<file path="config.mk">
export PLATFORM = sky130hd
export DESIGN_NAME = uart_tx_mmio
export DESIGN_NICKNAME = d
export VERILOG_FILES = /design/src/rtl/uart_tx_mmio.sv
export SDC_FILE = /design/constraint.sdc
export NUM_CORES = 1
export LEC_CHECK = 0
export CAP_MARGIN = 20
export CORE_MARGIN = 2
export CORE_UTILIZATION = 54
export CTS_CLUSTER_SIZE = 28
export DETAILED_ROUTE_END_ITERATION = 10
export GPL_ROUTABILITY_DRIVEN = 0
export PLACE_DENSITY = 0.87
export SETUP_SLACK_MARGIN = 0.05
export SYNTH_ARGS = -nofsm -noshare
export SYNTH_HDL_FRONTEND = slang
export SYNTH_SLANG_ARGS = --single-unit
</file>
<file path="constraint.sdc">
create_clock -name clk -period 8.3 [get_ports clk]
set_input_delay 2.075 -clock clk [delete_from_list [all_inputs] [get_ports clk]]
set_output_delay 2.075 -clock clk [all_outputs]
set_load 0.005 [all_outputs]
</file>
<file path="src/rtl/uart_tx_mmio.sv">
// Generic byte FIFO; a push into a full FIFO is accepted when a pop happens on the same edge.
// Latency: a pushed entry is visible at the head on the edge after the push.
// Backpressure: push_rdy low when full with no pop; pop_vld low when empty.
module uart_tx_fifo #(
  parameter int W     = 8,
  parameter int DEPTH = 8
) (
  input  logic                   clk,
  input  logic                   rst,
  input  logic                   push_vld,
  input  logic [W-1:0]           push_dat,
  output logic                   push_rdy,
  output logic                   pop_vld,
  output logic [W-1:0]           pop_dat,
  input  logic                   pop_rdy,
  output logic [$clog2(DEPTH):0] count
);
  localparam int AW = $clog2(DEPTH);
  localparam logic [AW:0] FULL_CNT = (AW+1)'(DEPTH);

  logic [W-1:0]  mem [DEPTH];
  logic [AW-1:0] wr_ptr;
  logic [AW-1:0] rd_ptr;
  logic          do_push;
  logic          do_pop;

  assign pop_vld  = (count != '0);
  assign pop_dat  = mem[rd_ptr];
  assign do_pop   = pop_vld && pop_rdy;
  assign push_rdy = (count != FULL_CNT) || do_pop;
  assign do_push  = push_vld && push_rdy;

  always_ff @(posedge clk or posedge rst) begin
    if (rst) begin
      wr_ptr <= '0;
      rd_ptr <= '0;
      count  <= '0;
    end else begin
      if (do_push) wr_ptr <= wr_ptr + 1'b1;
      if (do_pop)  rd_ptr <= rd_ptr + 1'b1;
      case ({do_push, do_pop})
        2'b10:   count <= count + 1'b1;
        2'b01:   count <= count - 1'b1;
        default: ;
      endcase
    end
  end

  always_ff @(posedge clk) begin
    if (do_push) mem[wr_ptr] <= push_dat;
  end
endmodule

// Memory-mapped 8N1 UART transmitter (TXDATA/STATUS/CTRL); `UART_TX_IRQ_EN adds irq_o and CTRL.irq_en.
// Latency: TXDATA write into an empty FIFO with an idle line drives the start bit from the next edge.
// Backpressure: none on the bus; writes to a full FIFO are dropped and set the sticky overflow flag.
module uart_tx_mmio #(
  parameter int          CLK_HZ     = 50000000,
  parameter int          BAUD       = 115200,
  parameter int          FIFO_DEPTH = 8,
  parameter logic [31:0] BASE_ADDR  = 32'h1000_0000
) (
  input  logic        clk,
  input  logic        rst,
  input  logic [31:0] addr_i,
  input  logic [31:0] wdata_i,
  input  logic        we_i,
  input  logic        re_i,
  input  logic [2:0]  size_i,
  output logic [31:0] rdata_o,
  output logic        hit_o,
`ifdef UART_TX_IRQ_EN
  output logic        irq_o,
`endif
  output logic        tx
);
  localparam int DIV = CLK_HZ / BAUD;
  localparam int CW  = (DIV > 2) ? $clog2(DIV) : 1;
  localparam int QW  = $clog2(FIFO_DEPTH) + 1;
  localparam logic [CW-1:0] CNT_LAST = CW'(DIV - 1);

  generate
    if (DIV < 2) begin : g_bad_div
      $error("uart_tx_mmio: CLK_HZ/BAUD must be at least 2");
    end
    if (FIFO_DEPTH < 2 || (FIFO_DEPTH & (FIFO_DEPTH - 1)) != 0) begin : g_bad_depth
      $error("uart_tx_mmio: FIFO_DEPTH must be a power of 2 and at least 2");
    end
  endgenerate

  typedef enum logic [1:0] {S_IDLE, S_START, S_DATA, S_STOP} state_t;

  state_t        state, state_nxt;
  logic [CW-1:0] cnt, cnt_nxt;
  logic [2:0]    idx, idx_nxt;
  logic [7:0]    shift, shift_nxt;
  logic          tx_nxt;
  logic          cnt_end;

  logic [1:0]    reg_sel;
  logic          wr_en;
  logic          push_vld, push_rdy;
  logic          pop_vld, pop_rdy;
  logic [7:0]    pop_dat;
  logic [QW-1:0] fifo_count;
  logic          fifo_full;
  logic          overflow;
  logic [31:0]   status;
  logic          unused_ok;

  assign hit_o    = (addr_i[31:4] == BASE_ADDR[31:4]);
  assign reg_sel  = addr_i[3:2];
  assign wr_en    = we_i && hit_o;
  assign push_vld = wr_en && (reg_sel == 2'd0);
  assign unused_ok = ^{size_i, addr_i[1:0], wdata_i[31:8]};

  uart_tx_fifo #(.W(8), .DEPTH(FIFO_DEPTH)) u_fifo (
    .clk      (clk),
    .rst      (rst),
    .push_vld (push_vld),
    .push_dat (wdata_i[7:0]),
    .push_rdy (push_rdy),
    .pop_vld  (pop_vld),
    .pop_dat  (pop_dat),
    .pop_rdy  (pop_rdy),
    .count    (fifo_count)
  );

  assign fifo_full = (fifo_count == QW'(FIFO_DEPTH));
  assign status    = {20'h0, 4'(fifo_count), 4'h0, overflow, !pop_vld, fifo_full, state != S_IDLE};
  assign cnt_end   = (cnt == CNT_LAST);

  always_ff @(posedge clk or posedge rst) begin
    if (rst) begin
      state <= S_IDLE;
      cnt   <= '0;
      idx   <= '0;
      shift <= '0;
      tx    <= 1'b1;
    end else begin
      state <= state_nxt;
      cnt   <= cnt_nxt;
      idx   <= idx_nxt;
      shift <= shift_nxt;
      tx    <= tx_nxt;
    end
  end

  // tx is registered from the next state so the start bit appears on the pop edge
  always_comb begin
    state_nxt = state;
    cnt_nxt   = cnt;
    idx_nxt   = idx;
    shift_nxt = shift;
    pop_rdy   = 1'b0;
    tx_nxt    = 1'b1;
    case (state)
      S_IDLE: begin
        pop_rdy = 1'b1;
        if (pop_vld) begin
          shift_nxt = pop_dat;
          cnt_nxt   = '0;
          state_nxt = S_START;
        end
      end
      S_START: begin
        if (cnt_end) begin
          cnt_nxt   = '0;
          idx_nxt   = '0;
          state_nxt = S_DATA;
        end else begin
          cnt_nxt = cnt + 1'b1;
        end
      end
      S_DATA: begin
        if (cnt_end) begin
          cnt_nxt = '0;
          if (idx == 3'd7) begin
            state_nxt = S_STOP;
          end else begin
            shift_nxt = shift >> 1;
            idx_nxt   = idx + 1'b1;
          end
        end else begin
          cnt_nxt = cnt + 1'b1;
        end
      end
      S_STOP: begin
        if (cnt_end) begin
          cnt_nxt   = '0;
          state_nxt = S_IDLE;
        end else begin
          cnt_nxt = cnt + 1'b1;
        end
      end
      default: state_nxt = S_IDLE;
    endcase
    case (state_nxt)
      S_START: tx_nxt = 1'b0;
      S_DATA:  tx_nxt = shift_nxt[0];
      default: tx_nxt = 1'b1;
    endcase
  end

  always_ff @(posedge clk or posedge rst) begin
    if (rst) begin
      overflow <= 1'b0;
    end else if (push_vld && !push_rdy) begin
      overflow <= 1'b1;
    end else if (wr_en && (reg_sel == 2'd1) && wdata_i[3]) begin
      overflow <= 1'b0;
    end
  end

`ifdef UART_TX_IRQ_EN
  logic irq_en;

  always_ff @(posedge clk or posedge rst) begin
    if (rst) begin
      irq_en <= 1'b0;
      irq_o  <= 1'b0;
    end else begin
      if (wr_en && (reg_sel == 2'd2)) irq_en <= wdata_i[0];
      irq_o <= irq_en && !pop_vld && (state == S_IDLE);
    end
  end
`endif

  always_comb begin
    rdata_o = '0;
    if (re_i && hit_o) begin
      case (reg_sel)
        2'd1:    rdata_o = status;
`ifdef UART_TX_IRQ_EN
        2'd2:    rdata_o = {31'h0, irq_en};
`endif
        default: rdata_o = '0;
      endcase
    end
  end
endmodule

</file>
==> impl_metrics.env <==
export IMPL_status="finished, final reports clean"
export IMPL_boundaryPins=105
export IMPL_hold_class="reg -> reg"
export IMPL_placementRows=33
export IMPL_netlist_instances=337
export IMPL_min_to="cnt[7]"
export IMPL_hold_ws_ps=523
export IMPL_fmax_mhz=151
export IMPL_dr_pass1_iters=4
export IMPL_hold_viol=0
export IMPL_dieWidth_um=97.0
export IMPL_clk_latency_ps=370
export IMPL_ant_nets=0
export IMPL_clk_pin_slew_worst_paths_ps=100
export IMPL_ys_seq_area_share_pct=59.4
export IMPL_fin_area_sq_um=5440
export IMPL_htree_levels=3
export IMPL_drtIter0Drc=163
export IMPL_initial_core_util_pct=56.2
export IMPL_via_per_inst=5.71
export IMPL_cts_path_max_buffers=2
export IMPL_whs_path_depth=1
export IMPL_placed_cell_area_sq_um=5200
export IMPL_rsz0062_at_grt="false"
export IMPL_fin_crit_sh_pct=79.7
export IMPL_cap_violations=0
export IMPL_grt_max_degree=35
export IMPL_holdBufCountCts=0
export IMPL_cts_resized=0
export IMPL_hold_start="cnt[7]"
export IMPL_drc=0
export IMPL_startpoint_type="input pin"
export IMPL_ir_worst_vdd_v=0.000169
export IMPL_wire_per_inst_um=17.6
export IMPL_skew_ps=14.3
export IMPL_syn_cell_area_sq_um=4670
export IMPL_yosys_warnings=0
export IMPL_synth_edf_count=64
export IMPL_root_buffer="clkbuf_8"
export IMPL_setup_violations=0
export IMPL_r2r_start="u_fifo.count[0]"
export IMPL_power_leakage_nw=2.02
export IMPL_track_usage_pct=19.4
export IMPL_critPathRequiredTime_ps=6230
export IMPL_crit_fanout=7
export IMPL_worst_slew_pin_slew_ps=825
export IMPL_dr_total_vias=2888
export IMPL_portBuffers=51
export IMPL_core_area_sq_um=8300
export IMPL_yosys_area_top_type="edfxtp_1"
export IMPL_dp_final_hpwl_mm=6.31
export IMPL_clock_sinks=98
export IMPL_fin_cells=506
export IMPL_die_h_um=97.0
export IMPL_grt_first_pass_wirelength_mm=14.5
export IMPL_tritoncts="yes"
export IMPL_period_needed_ps=6620
export IMPL_routed_wl_mm=8.92
export IMPL_synthDominantCellAreaShare_pct=41.2
export IMPL_reg2reg_slack_ps=5020
export IMPL_antenna_found_initial=0
export IMPL_grt_pass1_vias=2928
export IMPL_cts_setup_buffers=0
export IMPL_diodes=0
export IMPL_r2r_end="u_fifo.count[2]"
export IMPL_ys_async_sr_fraction_pct=34.7
export IMPL_dieArea_sq_um=9400
export IMPL_drv_slew=0
export IMPL_overflow=0
export IMPL_synth_avg_cell_area_sq_um=13.9
export IMPL_synth_cell_types=50
export IMPL_setup_tns_final_ps=0
export IMPL_ff2ff_path_depth=10
export IMPL_relSlewSlack_pct=44.9
export IMPL_crit_arrival_ps=4540
export IMPL_synth_top_flop_cell="edfxtp_1"
export IMPL_ys_top_cells_by_area="edfxtp_1, dfrtp_1, mux4_2, buf_4, ha_1"
export IMPL_syn_to_final_growth_pct=16.6
export IMPL_nets=476
export IMPL_path_class="in -> out"
export IMPL_drive_gt1_share_pct=13.0
export IMPL_end_kind="output port"
export IMPL_cts_made_buffers=9
export IMPL_synth_seq_cells=98
export IMPL_dp_cells=487
export IMPL_p_per_area_nw_per_um2=166
cell usage in the layout, fill, tap and decap left out, drive strengths merged, types with 3 or more instances in the layout:
cell           instances
nand4                  4
conb                  24
nor3                   7
nor4b                  5
a221o                  7
or3                    3
dfrtp                 33
and2                  10
clkdlybuf4s50         51
buf                    8
nor4                  10
and4                   3
inv                    8
nand2b                 3
nor2b                  5
o21ai                 11
mux2i                  9
o22ai                  3
nand3                 10
nand3b                 3
nor2                  17
nand2                 21
mux4                  16
ha                     9
clkbuf                11
a22o                   5
xor2                   6
a211oi                 3
edfxtp                64
a21oi                  8
xnor2                  4
clkinv                 4
where the power goes:
| part | switching, mW | leakage, nW | internal, mW |
|---|---|---|---|
| registers | 0.0114 | 1.05 | 0.536 |
| logic | 0.0199 | 0.875 | 0.0322 |
| clock network | 0.184 | 0.103 | 0.120 |
| total | 0.215 | 2.02 | 0.688 |
metal layers:
layer  track usage, %  part of all wire, %  wire length (um)  vias up
li1                 -                    -                 -     1360
met1             24.7                   43              3800     1442
met2             33.4                   52              4680       71
met3             3.83                  3.5               310       15
met4             6.93                  1.4               124        0
met5                0                    0                 0        -
sequential cells by signal, indices dropped and copies added (netlist names):
name	count
u_fifo.mem	64
cnt	9
shift	8
u_fifo.rd_ptr	3
u_fifo.wr_ptr	3
tx	1
overflow	1
u_fifo.count	4
idx	3
state	2
how the worst max path moves through the flow:
| stage | startpoint | endpoint | slack [ps] | cells past startpoint |
|---|---|---|---|---|
| after CTS | addr_i[22] | rdata_o[3] | 1700 | 6 |
| after global placement | addr_i[22] | rdata_o[3] | 1830 | 6 |
| final | addr_i[22] | rdata_o[8] | 1680 | 6 |
| after global routing | addr_i[13] | rdata_o[3] | 1400 | 6 |
| after floorplan | addr_i[22] | rdata_o[10] | 2990 | 4 |
| after detailed placement | addr_i[22] | rdata_o[3] | 1710 | 6 |
critical path, cell delays in order:
cell and delay (ps):
clkdlybuf4s50_1 400, nor4_1 390, nand4_1 410, nor3_1 560, and2_1 200, clkdlybuf4s50_1 500
cells by family after synthesis:
| logic type | after synthesis | synth area share [%] |
|---|---|---|
| and+or+nand+nor | 106 | 13.2 |
| DFF | 98 | 59.4 |
| AOI/OAI and AO/OA | 45 | 7.13 |
| buffers and inverters | 41 | 5.74 |
| muxes | 27 | 10.1 |
| xor gates and xnor gates | 10 | 1.88 |
| adders and majority gates | 9 | 2.41 |
| other | 1 | 0.0803 |
per-stage QoR:
stage	setup WS, ps	power [mW]	util (%)
floorplan	2990	0.586	-
global placement	1830	0.605	62.7
detailed placement	1710	0.609	62.7
CTS	1700	0.908	65.1
global route	1400	0.935	65.6
finish	1680	0.904	65.6
synthesized netlist by cell type, drive strengths merged, types with 5 or more instances:
master	count
a21oi	8
a221o	7
a22o	5
and2	10
buf	33
dfrtp	33
edfxtp	64
ha	9
inv	5
mux2i	9
mux4	16
nand2	21
nand3	10
nor2	17
nor2b	5
nor3	7
nor4	10
nor4b	5
o21ai	11
xor2	6
final cells by class:
type                       count  area, sq um
inverter                       5         18.8
timing repair buffer          61          601
tap                          105          131
clock inverter                 7         81.3
sequential                    98         2770
multi-input combinational    221         1710
clock buffer                   9          124
fill                         572         2860
Power figures use the tool's default switching activity.
